--- src/rtl/spi_ram_bridge_burst.sv ---
// SPI slave bridged to a single-port RAM, with address auto-increment,
// gapless burst write/read inside one SS_n assertion and an abort pulse.
module spi_ram_bridge_burst #(
    parameter int DATA_WIDTH = 8,
    parameter int ADDR_WIDTH = 8,
    parameter int MEM_DEPTH  = 256,
    parameter int AUTO_INC   = 1,
    parameter int BURST_EN   = 1
) (
    input  logic clk,
    input  logic rst_n,
    input  logic SS_n,
    input  logic MOSI,
    output logic MISO,
    output logic frame_abort
);

    localparam int WW = DATA_WIDTH + 2;
    localparam int CW = $clog2(WW);
    localparam int BW = $clog2(DATA_WIDTH);
    localparam int IW = (MEM_DEPTH > 1) ? $clog2(MEM_DEPTH) : 1;
    localparam logic [ADDR_WIDTH:0] DEPTH_C  = (ADDR_WIDTH + 1)'(MEM_DEPTH);
    localparam logic [BW-1:0]       LAST_BIT = BW'(DATA_WIDTH - 1);
    localparam bit INC_C   = (AUTO_INC != 0);
    localparam bit BURST_C = (BURST_EN != 0);

    typedef enum logic [2:0] {
        IDLE       = 3'd0,
        CHK_CMD    = 3'd1,
        WRITE      = 3'd2,
        READ_ADD   = 3'd3,
        READ_DATA  = 3'd4,
        READ_SHIFT = 3'd5
    } state_t;

    state_t                  state_r;
    logic [WW-2:0]           sr_r;
    logic [CW-1:0]           cnt_r;
    logic                    first_r;
    logic                    hold_r;
    logic [WW-1:0]           word_r;
    logic                    word_vld_r;
    logic [BW-1:0]           bit_cnt_r;
    logic [ADDR_WIDTH-1:0]   wr_addr_r;
    logic [ADDR_WIDTH-1:0]   rd_addr_r;
    logic [DATA_WIDTH-1:0]   rdata_r;
    logic [DATA_WIDTH-1:0]   mem [MEM_DEPTH];

    logic [WW-1:0]           full_s;
    logic [1:0]              word_cmd_s;
    logic [CW-1:0]           len_m1_s;
    logic                    mem_we_s;
    logic                    rd_en_s;
    logic                    abort_s;

    function automatic logic in_range(input logic [ADDR_WIDTH-1:0] a);
        return ({1'b0, a} < DEPTH_C);
    endfunction

    // Addresses that would reach MEM_DEPTH (or already lie beyond it) wrap to 0.
    function automatic logic [ADDR_WIDTH-1:0] addr_inc(input logic [ADDR_WIDTH-1:0] a);
        logic [ADDR_WIDTH:0] n;
        n = {1'b0, a} + {{ADDR_WIDTH{1'b0}}, 1'b1};
        if (n >= DEPTH_C) begin
            return {ADDR_WIDTH{1'b0}};
        end else begin
            return n[ADDR_WIDTH-1:0];
        end
    endfunction

    assign full_s     = {sr_r, MOSI};
    assign word_cmd_s = word_r[WW-1:WW-2];
    assign len_m1_s   = first_r ? CW'(WW - 1) : CW'(DATA_WIDTH - 1);
    assign mem_we_s   = word_vld_r && (state_r == WRITE) && (word_cmd_s == 2'b01) && in_range(wr_addr_r);
    assign rd_en_s    = !SS_n && ((state_r == READ_DATA) ||
                        ((state_r == READ_SHIFT) && (bit_cnt_r == LAST_BIT) && BURST_C));

    // Abort only when SS_n rises with part of a word already transferred.
    always_comb begin
        abort_s = 1'b0;
        case (state_r)
            WRITE, READ_ADD: begin
                if (!hold_r && ((cnt_r != {CW{1'b0}}) || first_r)) begin
                    abort_s = 1'b1;
                end else begin
                    abort_s = 1'b0;
                end
            end
            READ_SHIFT: begin
                if (bit_cnt_r != {BW{1'b0}}) begin
                    abort_s = 1'b1;
                end else begin
                    abort_s = 1'b0;
                end
            end
            default: abort_s = 1'b0;
        endcase
    end

    // RAM array and registered read port; no reset so it maps onto block RAM.
    always_ff @(posedge clk) begin
        if (mem_we_s) begin
            mem[wr_addr_r[IW-1:0]] <= word_r[DATA_WIDTH-1:0];
        end
        if (rd_en_s) begin
            rdata_r <= in_range(rd_addr_r) ? mem[rd_addr_r[IW-1:0]] : {DATA_WIDTH{1'b0}};
        end
    end

    // Frame FSM, address registers and serial output.
    always_ff @(posedge clk or negedge rst_n) begin
        if (!rst_n) begin
            state_r     <= IDLE;
            sr_r        <= {(WW-1){1'b0}};
            cnt_r       <= {CW{1'b0}};
            first_r     <= 1'b1;
            hold_r      <= 1'b0;
            word_r      <= {WW{1'b0}};
            word_vld_r  <= 1'b0;
            bit_cnt_r   <= {BW{1'b0}};
            wr_addr_r   <= {ADDR_WIDTH{1'b0}};
            rd_addr_r   <= {ADDR_WIDTH{1'b0}};
            MISO        <= 1'b0;
            frame_abort <= 1'b0;
        end else begin
            MISO        <= 1'b0;
            frame_abort <= 1'b0;
            word_vld_r  <= 1'b0;

            // A completed word is committed even if SS_n rises on this edge.
            if (word_vld_r && (state_r == WRITE)) begin
                if (word_cmd_s == 2'b00) begin
                    wr_addr_r <= word_r[ADDR_WIDTH-1:0];
                end else if ((word_cmd_s == 2'b01) && INC_C) begin
                    wr_addr_r <= addr_inc(wr_addr_r);
                end
            end
            if (word_vld_r && (state_r == READ_ADD) && (word_cmd_s == 2'b10)) begin
                rd_addr_r <= word_r[ADDR_WIDTH-1:0];
            end
            if (rd_en_s && INC_C) begin
                rd_addr_r <= addr_inc(rd_addr_r);
            end

            if (SS_n && (state_r != IDLE)) begin
                state_r     <= IDLE;
                frame_abort <= abort_s;
                cnt_r       <= {CW{1'b0}};
                bit_cnt_r   <= {BW{1'b0}};
                first_r     <= 1'b1;
                hold_r      <= 1'b0;
            end else begin
                case (state_r)
                    IDLE: begin
                        if (!SS_n) begin
                            state_r <= CHK_CMD;
                            cnt_r   <= {CW{1'b0}};
                            first_r <= 1'b1;
                            hold_r  <= 1'b0;
                        end
                    end
                    CHK_CMD: state_r <= MOSI ? READ_ADD : WRITE;
                    WRITE, READ_ADD: begin
                        if (word_vld_r && (state_r == READ_ADD) && (word_cmd_s == 2'b11)) begin
                            state_r <= READ_DATA;
                        end else if (!hold_r) begin
                            sr_r <= full_s[WW-2:0];
                            if (cnt_r == len_m1_s) begin
                                cnt_r      <= {CW{1'b0}};
                                word_vld_r <= 1'b1;
                                // Burst data words carry no prefix; tag them as writes.
                                word_r     <= first_r ? full_s : {2'b01, full_s[DATA_WIDTH-1:0]};
                                if ((state_r == WRITE) && BURST_C &&
                                    (!first_r || (full_s[WW-1:WW-2] == 2'b01))) begin
                                    first_r <= 1'b0;
                                end else begin
                                    hold_r <= 1'b1;
                                end
                            end else begin
                                cnt_r <= cnt_r + CW'(1);
                            end
                        end
                    end
                    READ_DATA: begin
                        state_r   <= READ_SHIFT;
                        bit_cnt_r <= {BW{1'b0}};
                    end
                    READ_SHIFT: begin
                        MISO <= rdata_r[LAST_BIT - bit_cnt_r];
                        if (bit_cnt_r == LAST_BIT) begin
                            bit_cnt_r <= {BW{1'b0}};
                            if (!BURST_C) begin
                                state_r <= READ_ADD;
                                hold_r  <= 1'b1;
                            end
                        end else begin
                            bit_cnt_r <= bit_cnt_r + BW'(1);
                        end
                    end
                    default: state_r <= IDLE;
                endcase
            end
        end
    end

endmodule

--- config.mk ---
export PLATFORM = sky130hd
export DESIGN_NAME = spi_ram_bridge_burst
export DESIGN_NICKNAME = d
export VERILOG_FILES = /design/src/rtl/spi_ram_bridge_burst.sv
export SDC_FILE = /design/constraint.sdc
export NUM_CORES = 2
export LEC_CHECK = 0
export ABC_AREA = 1
export BUFFER_PORTS_ARGS = -buffer_cell sky130_fd_sc_hd__buf_2
export CORE_MARGIN = 3
export CORE_UTILIZATION = 45
export DETAILED_ROUTE_END_ITERATION = 10
export REMOVE_ABC_BUFFERS = 1
export SLEW_MARGIN = 20
export SYNTH_ARGS = -nofsm -noshare
export SYNTH_HDL_FRONTEND = slang
export SYNTH_SLANG_ARGS = --single-unit
--- constraint.sdc ---
create_clock -name clk -period 10.2 [get_ports clk]
set_clock_uncertainty 0.1 [all_clocks]
set_input_delay 0.51 -clock clk [delete_from_list [all_inputs] [get_ports clk]]
set_output_delay 0.51 -clock clk [all_outputs]
set_load 0.05 [all_outputs]
==> impl_metrics.json <==
{
  "track_usage": 0.241,
  "p_per_area_nw_per_um2": 265,
  "mostFrequentLayoutCells": "2336 x nand2_1, 2056 x edfxtp_1, 1480 x nand3_1, 739 x nor2_1, 326 x inv_1",
  "post-cts-setup-buffers": 0,
  "ys_warn_count": 0,
  "synth_cells": 7849,
  "ios": 6,
  "ys.flop_type": "edfxtp_1",
  "p_leak_nw": 36.2,
  "viasPerCell": 5.58,
  "final_common_cell": "nand2_1",
  "vias": 57800,
  "period_minus_slack_ps": 4990,
  "syn_to_final_growth_pct": 9.42,
  "tns_ps": 0,
  "synth_cell_types": 39,
  "rows": 161,
  "grt_max_degree": 387,
  "final_max_slew_viol_count": 0,
  "h-tree-depth": 4,
  "p_int_w": 0.0159,
  "cts_root_buffer": "clkbuf_16",
  "tritoncts": "done",
  "fp.dieH_um": 448,
  "drive_above_1_share": 0.0529,
  "required_ps": 10690,
  "drt-initial-drc-count": 6746,
  "routed_wl_um": 243000,
  "die_width_um": 448,
  "dieArea_um2": 200000,
  "end_kind": "flop",
  "ant_nets": 0,
  "finalSetupViolCount": 0,
  "swShare": 0.376,
  "power_frac_seq": 0.393,
  "cp_common_cell": "nand3_1",
  "dp_hpwl_um": 134000,
  "switchingPower_w": 0.00954,
  "fp.coreArea_um2": 193000,
  "synth_area_um2": 87700,
  "ys_ff_latch": 2106,
  "clk_pin_slew_ps": 60,
  "dpl_worst_slack_ps": 5370,
  "fin_util": 0.497,
  "status": "finished clean",
  "post-route-cell-area_um2": 96000,
  "drc": 0,
  "critical_path_class": "reg -> reg",
  "wl_per_cell_um": 23.4,
  "ir_worst_vdd_mv": 0.215,
  "clock_sinks": 2106,
  "ys_seq_area_frac": 0.718,
  "hp-class": "in -> async",
  "rsz0062_at_grt": "false",
  "start_util": 0.454,
  "cts_buffer_depth": 3,
  "cpPeakStageDelay_ps": 830,
  "fin_crit_sh": 0.489,
  "fmax_mhz": 201,
  "slew_headroom": 0.219,
  "comb_power_share": 0.310,
  "place_area_um2": 89300,
  "port_buffers": 5,
  "synthArstFlopShare": 0.0237,
  "timing.final.ws_setup_ps": 5210,
  "crit_path_top_delay_cell": "inv_8",
  "cts_buffers": 212,
  "hold_buffers": 3,
  "hold_viol": 0,
  "tightest_slew_ps": 1170,
  "cts_resized": 0,
  "critPathLaunchType": "flop",
  "antenna_found_initial": 4,
  "critPathArrivalTime_ps": 5480,
  "gp_congestion": 0.872,
  "insertion_delay_ps": 860,
  "crit_fanout": 133,
  "maxCapViolations": 0,
  "grt_pass1_wl_um": 362000,
  "crit_chain": "inv_8 > buf_4 > buf_4 > nand3_1 > nand3_1 > nand2_1 > nand2_1 > nand3_1 > nand3_1 > nand3_1 > nand3_1 > nand2_1",
  "grt_overflow": 0,
  "fin_nets": 7680,
  "clkPwrFrac": 0.297,
  "grt_pass1_vias": 54900,
  "firstDrtPassIters": 6,
  "synth_area_per_cell_um2": 11.2,
  "regToRegSetupSlack_ps": 5210,
  "synth-edff-count": 2056
}
==> worst max-delay path: cells and delay by family (launching register included) <==
kind,cells,cell delay [ps]
buf+inv,3,2190
simple gates,9,1460
flops,1,790
==> flip-flops by register name (all words and copies together) (netlist names) <==
| name | flops |
|---|---|
| hold_r | 1 |
| sr_r | 9 |
| first_r | 1 |
| bit_cnt_r | 3 |
| mem | 2048 |
| word_r | 10 |
| word_vld_r | 1 |
| cnt_r | 4 |
| state_r | 3 |
| rd_addr_r | 8 |
| wr_addr_r | 8 |
| frame_abort | 1 |
| rdata_r | 8 |
| MISO | 1 |
==> final timing paths <==
check                                  start           end  cells after the start
worst max-delay path            rd_addr_r[1]    rdata_r[3]                     12
worst min-delay path                   rst_n       sr_r[0]                      3
worst max register to register  rd_addr_r[1]    rdata_r[3]                     12
worst min register to register       sr_r[8]       sr_r[8]                      2
max in group asynchronous              rst_n  rd_addr_r[3]                      3
min in group clk                        MOSI     word_r[0]                      4
==> cells in the mapped netlist, types with 5 or more instances <==
master,n,area (um2)
buf_6,47,529
o22ai_1,5,31.3
buf_2,121,606
nor2_1,741,2780
dfrtp_1,49,1230
xor2_1,10,87.6
nand3_1,1483,7420
a22oi_1,6,45.0
nand2_2,13,81.3
nand2_1,2337,8770
edfxtp_1,2056,61700
buf_1,78,293
ha_1,10,125
o21ai_0,231,1160
a21oi_1,47,235
clkbuf_1,210,788
inv_1,329,1230
o21ai_1,14,70.1
buf_4,29,218
==> per-stage QoR <==
step | std cells | hold WS [ps] | power (W)
floorplan | 7363 | 114 | 0.0155
global placement | 9974 | 376 | 0.0179
detailed placement | 9974 | 391 | 0.0180
CTS | 10400 | 204 | 0.0254
global route | 10400 | 275 | 0.0266
finish | 10400 | 239 | 0.0254
==> cells by family after synthesis <==
| family | after synthesis | synth area share |
|---|---|---|
| buffers and inverters | 823 | 0.0424 |
| AO/OA/AOI/OAI | 314 | 0.0185 |
| flip-flops | 2106 | 0.718 |
| AND/OR/NAND/NOR | 4585 | 0.219 |
| adder cells (fa/ha/maj) | 10 | 0.00143 |
| XOR/XNOR | 11 | 0.00110 |
==> power groups by stage <==
stage	logic [W]	registers, W	clock network [W]
after global routing	0.00859	0.0100	0.00800
after floorplan	0.00479	0.0107	0
final	0.00786	0.00999	0.00754
after CTS	0.00780	0.0100	0.00763
after detailed placement	0.00778	0.0102	0
after global placement	0.00776	0.0102	0
==> final cells by class <==
type | count | area, um2
Antenna cell | 1 | 2.50
Fill cell | 16900 | 97200
Timing Repair Buffer | 89 | 796
Inverter | 337 | 1310
Sequential cell | 2106 | 63000
Clock buffer | 275 | 5610
Multi-Input combinational cell | 4920 | 21100
Clock inverter | 118 | 1020
Tap cell | 2526 | 3160
==> routing by layer <==
layer / vias up / wire length (um) / track usage
met4: 0 / 8260 / 0.0841
met2: 2374 / 113000 / 0.375
met5: - / 0 / 0
met1: 28400 / 102000 / 0.340
li1: 26600 / - / -
met3: 454 / 19900 / 0.0449
(Power assumes the default switching activity.)
